`src/rtl/kmap_lut_ctrl.sv`:
```
// Run-time programmable 4-input truth-table evaluator with single-request and 16-point sweep sequencing.
// Optional feature: define KMAP_LUT_SWEEP_POPCNT_EN to add the sweep_ones popcount output.
module kmap_lut_ctrl #(
  parameter logic [15:0] RESET_TABLE = 16'h6996
) (
  input  logic        clk,
  input  logic        resetn,
  input  logic        cfg_valid,
  input  logic [15:0] cfg_table,
  output logic        cfg_ready,
  input  logic        req_valid,
  input  logic [3:0]  req_abcd,
  output logic        req_ready,
  input  logic        sweep_start,
  output logic        sweep_busy,
  output logic        sweep_done,
  output logic        resp_valid,
  input  logic        resp_ready,
  output logic [3:0]  resp_abcd,
  output logic        resp_dout
`ifdef KMAP_LUT_SWEEP_POPCNT_EN
  ,
  output logic [4:0]  sweep_ones
`endif
);

  typedef enum logic [1:0] {
    S_IDLE  = 2'd0,
    S_RESP  = 2'd1,
    S_SWEEP = 2'd2
  } state_e;

  state_e      state_q, state_d;
  logic [15:0] table_q, table_d;
  logic        resp_valid_q, resp_valid_d;
  logic [3:0]  resp_abcd_q, resp_abcd_d;
  logic        resp_dout_q, resp_dout_d;
  logic        sweep_busy_q, sweep_busy_d;
  logic        sweep_done_q, sweep_done_d;
  logic [3:0]  idx_q, idx_d;
  logic [3:0]  idx_nxt_s;
  logic        idle_s;

  assign idle_s    = (state_q == S_IDLE);
  assign idx_nxt_s = idx_q + 4'd1;

  // Ready is a decode of the registered state, qualified by the IDLE priority order.
  assign cfg_ready  = idle_s;
  assign req_ready  = idle_s && !cfg_valid && !sweep_start;
  assign resp_valid = resp_valid_q;
  assign resp_abcd  = resp_abcd_q;
  assign resp_dout  = resp_dout_q;
  assign sweep_busy = sweep_busy_q;
  assign sweep_done = sweep_done_q;

  always_comb begin
    state_d      = state_q;
    table_d      = table_q;
    resp_valid_d = resp_valid_q;
    resp_abcd_d  = resp_abcd_q;
    resp_dout_d  = resp_dout_q;
    sweep_busy_d = sweep_busy_q;
    sweep_done_d = 1'b0;
    idx_d        = idx_q;
    case (state_q)
      S_IDLE: begin
        if (cfg_valid) begin
          table_d = cfg_table;
        end else if (sweep_start) begin
          state_d      = S_SWEEP;
          idx_d        = 4'd0;
          resp_valid_d = 1'b1;
          resp_abcd_d  = 4'd0;
          resp_dout_d  = table_q[0];
          sweep_busy_d = 1'b1;
        end else if (req_valid) begin
          state_d      = S_RESP;
          resp_valid_d = 1'b1;
          resp_abcd_d  = req_abcd;
          resp_dout_d  = table_q[req_abcd];
        end else begin
          state_d = S_IDLE;
        end
      end
      S_RESP: begin
        if (resp_ready) begin
          state_d      = S_IDLE;
          resp_valid_d = 1'b0;
        end else begin
          state_d = S_RESP;
        end
      end
      S_SWEEP: begin
        if (resp_ready) begin
          if (idx_q == 4'd15) begin
            state_d      = S_IDLE;
            resp_valid_d = 1'b0;
            sweep_busy_d = 1'b0;
            sweep_done_d = 1'b1;
            idx_d        = 4'd0;
          end else begin
            idx_d       = idx_nxt_s;
            resp_abcd_d = idx_nxt_s;
            resp_dout_d = table_q[idx_nxt_s];
          end
        end else begin
          state_d = S_SWEEP;
        end
      end
      default: begin
        state_d = S_IDLE;
      end
    endcase
  end

  always_ff @(posedge clk) begin
    if (!resetn) begin
      state_q      <= S_IDLE;
      table_q      <= RESET_TABLE;
      resp_valid_q <= 1'b0;
      resp_abcd_q  <= 4'd0;
      resp_dout_q  <= 1'b0;
      sweep_busy_q <= 1'b0;
      sweep_done_q <= 1'b0;
      idx_q        <= 4'd0;
    end else begin
      state_q      <= state_d;
      table_q      <= table_d;
      resp_valid_q <= resp_valid_d;
      resp_abcd_q  <= resp_abcd_d;
      resp_dout_q  <= resp_dout_d;
      sweep_busy_q <= sweep_busy_d;
      sweep_done_q <= sweep_done_d;
      idx_q        <= idx_d;
    end
  end

`ifdef KMAP_LUT_SWEEP_POPCNT_EN
  logic [4:0] acc_q, acc_d;
  logic [4:0] ones_q, ones_d;

  assign sweep_ones = ones_q;

  // The last accepted response is folded in directly so the published count covers all 16 points.
  always_comb begin
    acc_d  = acc_q;
    ones_d = ones_q;
    if (idle_s && !cfg_valid && sweep_start) begin
      acc_d = 5'd0;
    end else if ((state_q == S_SWEEP) && resp_ready) begin
      if (idx_q == 4'd15) begin
        ones_d = acc_q + {4'd0, resp_dout_q};
        acc_d  = 5'd0;
      end else begin
        acc_d = acc_q + {4'd0, resp_dout_q};
      end
    end else begin
      acc_d = acc_q;
    end
  end

  always_ff @(posedge clk) begin
    if (!resetn) begin
      acc_q  <= 5'd0;
      ones_q <= 5'd0;
    end else begin
      acc_q  <= acc_d;
      ones_q <= ones_d;
    end
  end
`endif

endmodule

```
`config.mk`:
```
export PLATFORM = sky130hd
export DESIGN_NAME = kmap_lut_ctrl
export DESIGN_NICKNAME = d
export VERILOG_FILES = /design/src/rtl/kmap_lut_ctrl.sv
export SDC_FILE = /design/constraint.sdc
export NUM_CORES = 1
export LEC_CHECK = 0
export CAP_MARGIN = 20
export CORE_ASPECT_RATIO = 1.75
export CORE_MARGIN = 5
export CORE_UTILIZATION = 50
export DETAILED_ROUTE_END_ITERATION = 7
export PLACE_DENSITY = 0.79
export SLEW_MARGIN = 20
export SYNTH_ARGS = -nofsm -noshare
export SYNTH_HDL_FRONTEND = slang
export SYNTH_SLANG_ARGS = --single-unit
export TNS_END_PERCENT = 10
```
`constraint.sdc`:
```
create_clock -name clk -period 2.58 [get_ports clk]
set_input_delay 0.516 -clock clk [delete_from_list [all_inputs] [get_ports clk]]
set_output_delay 0.516 -clock clk [all_outputs]
set_load 0.03 [all_outputs]
```
==> results of run 1 <==
[layer usage]
layer,vias to the layer above,track usage [%],routed length (um)
li1,753,-,-
met1,714,18.5,1370
met2,42,36.4,2350
met3,13,3.26,160
met4,0,10.2,126
met5,-,0,0
[layout by cell type, fill, tap and decap left out]
| cell | synthesis | final |
|---|---|---|
| and2_1 | 1 | 1 |
| nand2_2 | 1 | 1 |
| a41o_1 | 1 | 1 |
| nand2b_1 | 2 | 2 |
| nor2_1 | 6 | 6 |
| a31oi_1 | 2 | 2 |
| o211ai_1 | 1 | 1 |
| clkdlybuf4s50_1 | 0 | 34 |
| or3_1 | 4 | 4 |
| dfxtp_1 | 30 | 30 |
| a211oi_1 | 1 | 1 |
| clkbuf_8 | 3 | 6 |
| o221a_2 | 1 | 1 |
| nand2_1 | 40 | 40 |
| or2b_2 | 1 | 1 |
| inv_1 | 5 | 5 |
| a22oi_1 | 3 | 3 |
| nand3b_1 | 1 | 1 |
| buf_4 | 0 | 6 |
| a2111oi_2 | 1 | 1 |
| o21a_1 | 1 | 1 |
| mux2i_1 | 9 | 9 |
| nand3_1 | 13 | 13 |
| xnor2_1 | 1 | 1 |
| nand4_1 | 1 | 1 |
| a311oi_1 | 5 | 5 |
| o2111ai_1 | 1 | 1 |
| o21ai_0 | 2 | 2 |
| nor2b_1 | 2 | 2 |
| o31ai_1 | 1 | 1 |
| ha_1 | 7 | 7 |
| mux4_1 | 2 | 2 |
| mux4_2 | 5 | 5 |
| xor2_1 | 2 | 2 |
| a21oi_1 | 23 | 23 |
| o211a_1 | 1 | 1 |
| nor3_1 | 1 | 1 |
[area by class of cell]
| cell class | instances | area (um^2) | share of cell area (%) |
|---|---|---|---|
| Sequential cell | 30 | 601 | 28.2 |
| Timing Repair Buffer | 40 | 385 | 18.1 |
| Multi-Input combinational cell | 143 | 986 | 46.3 |
| Inverter | 5 | 18.8 | 0.881 |
| Tap cell | 45 | 56.3 | 2.64 |
| Clock buffer | 6 | 82.6 | 3.88 |
[state kept, by name, summed over array words and instances (netlist names)]
signal,count
resp_abcd,4
table_q,16
sweep_busy,1
sweep_done,1
resp_valid,1
resp_dout,1
idx_q,4
state_q,2
[through the flow]
step | power (mW) | utilization [%] | hold WS [ps]
6_report | 1.35 | 63.3 | 482
5_1_grt | 1.41 | 63.3 | 509
4_1_cts | 1.35 | 63.3 | 481
3_5_place_dp | 0.992 | 60.9 | 473
3_3_place_gp | 0.982 | 60.9 | 463
2_1_floorplan | 0.863 | - | 441
[report_power, final]
group	internal (mW)	switching, mW
sequential	0.515	0.0399
clock	0.205	0.159
combinational	0.199	0.228
[how the worst max path moves through the flow]
| stage | start | to | slack (ps) | depth (start not counted) |
|---|---|---|---|---|
| after global placement | req_abcd[0] | resp_dout | 260 | 5 |
| final | state_q[0] | cfg_ready | 190 | 3 |
| after detailed placement | req_abcd[0] | resp_dout | 220 | 5 |
| after global routing | state_q[0] | cfg_ready | 80 | 3 |
| after floorplan | state_q[0] | req_ready | 560 | 5 |
| after CTS | state_q[0] | cfg_ready | 200 | 3 |
[cell families (layout without fill, tap and decap cells)]
kind of cell	Yosys count	after routing
buf+inv	19	51
flops	30	30
compound gates	44	44
simple gates	73	73
fa+ha+maj	7	7
mux	16	16
xor+xnor	3	3
[worst max-delay path: stages (launching register included)]
cell	delay [ps]
dfxtp_1	350
inv_1	120
ha_1	380
clkdlybuf4s50_1	750
==> flow_summary.json, run 1 <==
{
  "crit_fanout": 10,
  "end_kind": "primary output",
  "r2r_cells": 5,
  "synth-edff-count": 0,
  "tightest_slew_ps": 644,
  "io_pins": 36,
  "fmax_ghz": 0.419,
  "required_ps": 2060,
  "num_rows": 28,
  "synth_top_family_by_area": "simple AND/OR/NAND/NOR gates",
  "stdcell_count": 269,
  "globalplace.congestion": 0.850,
  "synth-seq-cells": 30,
  "ys_warn_count": 0,
  "hp-class": "reg2reg",
  "clock_sinks": 30,
  "worstReg2RegStart": "state_q[0]",
  "avgSynthCellArea_um2": 8.91,
  "finalSetupViolations": 0,
  "whs_endpoint": "table_q[3]",
  "initial_core_util_pct": 50.9,
  "antenna_found_initial": 0,
  "grt_pass1_wl_um": 6730,
  "slew_headroom_pct": 57.0,
  "yosysTopAreaCell": "dfxtp_1",
  "maxCapViolations": 0,
  "cts_max_level": 2,
  "die_area_um2": 4740,
  "port-buffer-count": 35,
  "hp-start": "table_q[3]",
  "timing.rr.end": "idx_q[2]",
  "synth_cell_type_count": 39,
  "gr-usage-all-layers_pct": 19.3,
  "start_kind": "flop",
  "drtIter0Drc": 62,
  "finalCritPeriodShare_pct": 92.5,
  "slew_viol_final": 0,
  "die_h_um": 87.4,
  "synth_compound_gate_area_share_pct": 16.9,
  "totalWireLength_um": 4010,
  "final_area_um2": 2130,
  "first_pass_iters": 5,
  "synth_most_common_cell": "nand2_1",
  "nNetsFinal": 258,
  "ys.flop_type": "dfxtp_1",
  "vias": 1522,
  "leakage_nw": 0.840,
  "core_area_um2": 3360,
  "yosysSeqAreaShare_pct": 35.1,
  "dp.final_hpwl_um": 3150,
  "ctsLongestPathBuffers": 2,
  "ant_nets": 0,
  "synth_top_area_share_pct": 35.1,
  "power_density_nw_per_um2": 632,
  "holdBufCountCts": 0,
  "synth.top_cells.by_count": "nand2_1, dfxtp_1, a21oi_1, nand3_1, mux2i_1",
  "synthSimpleGateAreaFrac_pct": 19.2,
  "ctsResizeCount": 0,
  "cts_tree": "yes",
  "placed_area_um2": 2050,
  "die_w_um": 54.2,
  "layout-drive-gt1-share_pct": 9.38,
  "cts_buffers": 5,
  "clkTransAtPathRegs_ps": 60,
  "root_buffer": "clkbuf_8",
  "syn_inst": 192,
  "synthArstFlopShare_pct": 0,
  "dp.cells": 263,
  "synth_mux_area_share_pct": 14.9,
  "min_period_ps": 2390,
  "grt_start_max_net_pins": 21,
  "via_per_inst": 5.66,
  "wl_per_cell_um": 14.9,
  "insertion_delay_ps": 270,
  "synth_area_leaders": "dfxtp_1, nand2_1, a21oi_1",
  "worst_slack_ps": 194,
  "hold_depth": 2,
  "synthAdderAreaFrac_pct": 5.12,
  "antenna_cells": 0,
  "worst-setup-path-type": "reg2out",
  "grt_remaining_overflow": 0,
  "grt_pass1_vias": 1504,
  "place_ws_ps": 219,
  "fin_skew_ps": 4.95,
  "synth_xor_xnor_area_share_pct": 1.54,
  "syn_area_um2": 1710,
  "status": "finished, final reports clean",
  "rsz0062_at_grt": "no",
  "arrival_ps": 1870,
  "area_growth_syn_to_layout_pct": 24.4,
  "hold_viol_final": 0,
  "syn_nets": 225,
  "cts_setup_buffers": 0,
  "rrSetupSlack_ps": 450,
  "setup_tns_ps": 0,
  "max-vdd-ir-drop_uv": 376,
  "nFillCells": 307,
  "drc_errors": 0
}
No activity file was read; power rests on OpenSTA's default activity.
==> run 2: changes to the inputs <==
--- a/config.mk
+++ b/config.mk
@@ -9,6 +9,7 @@
 export CORE_ASPECT_RATIO = 1.75
 export CORE_MARGIN = 5
 export CORE_UTILIZATION = 50
+export CTS_CLUSTER_SIZE = 20
 export DETAILED_ROUTE_END_ITERATION = 7
 export PLACE_DENSITY = 0.79
 export SLEW_MARGIN = 20
==> results of run 2 <==
Same layout as run 1: the final DEF is identical, and so are final timing and power.
==> run 3: changes to the inputs <==
--- a/config.mk
+++ b/config.mk
@@ -16,4 +16,4 @@
 export SYNTH_ARGS = -nofsm -noshare
 export SYNTH_HDL_FRONTEND = slang
 export SYNTH_SLANG_ARGS = --single-unit
-export TNS_END_PERCENT = 10
+export TNS_END_PERCENT = 100
==> results of run 3 <==
Same layout as run 1: the final DEF is identical, and so are final timing and power.
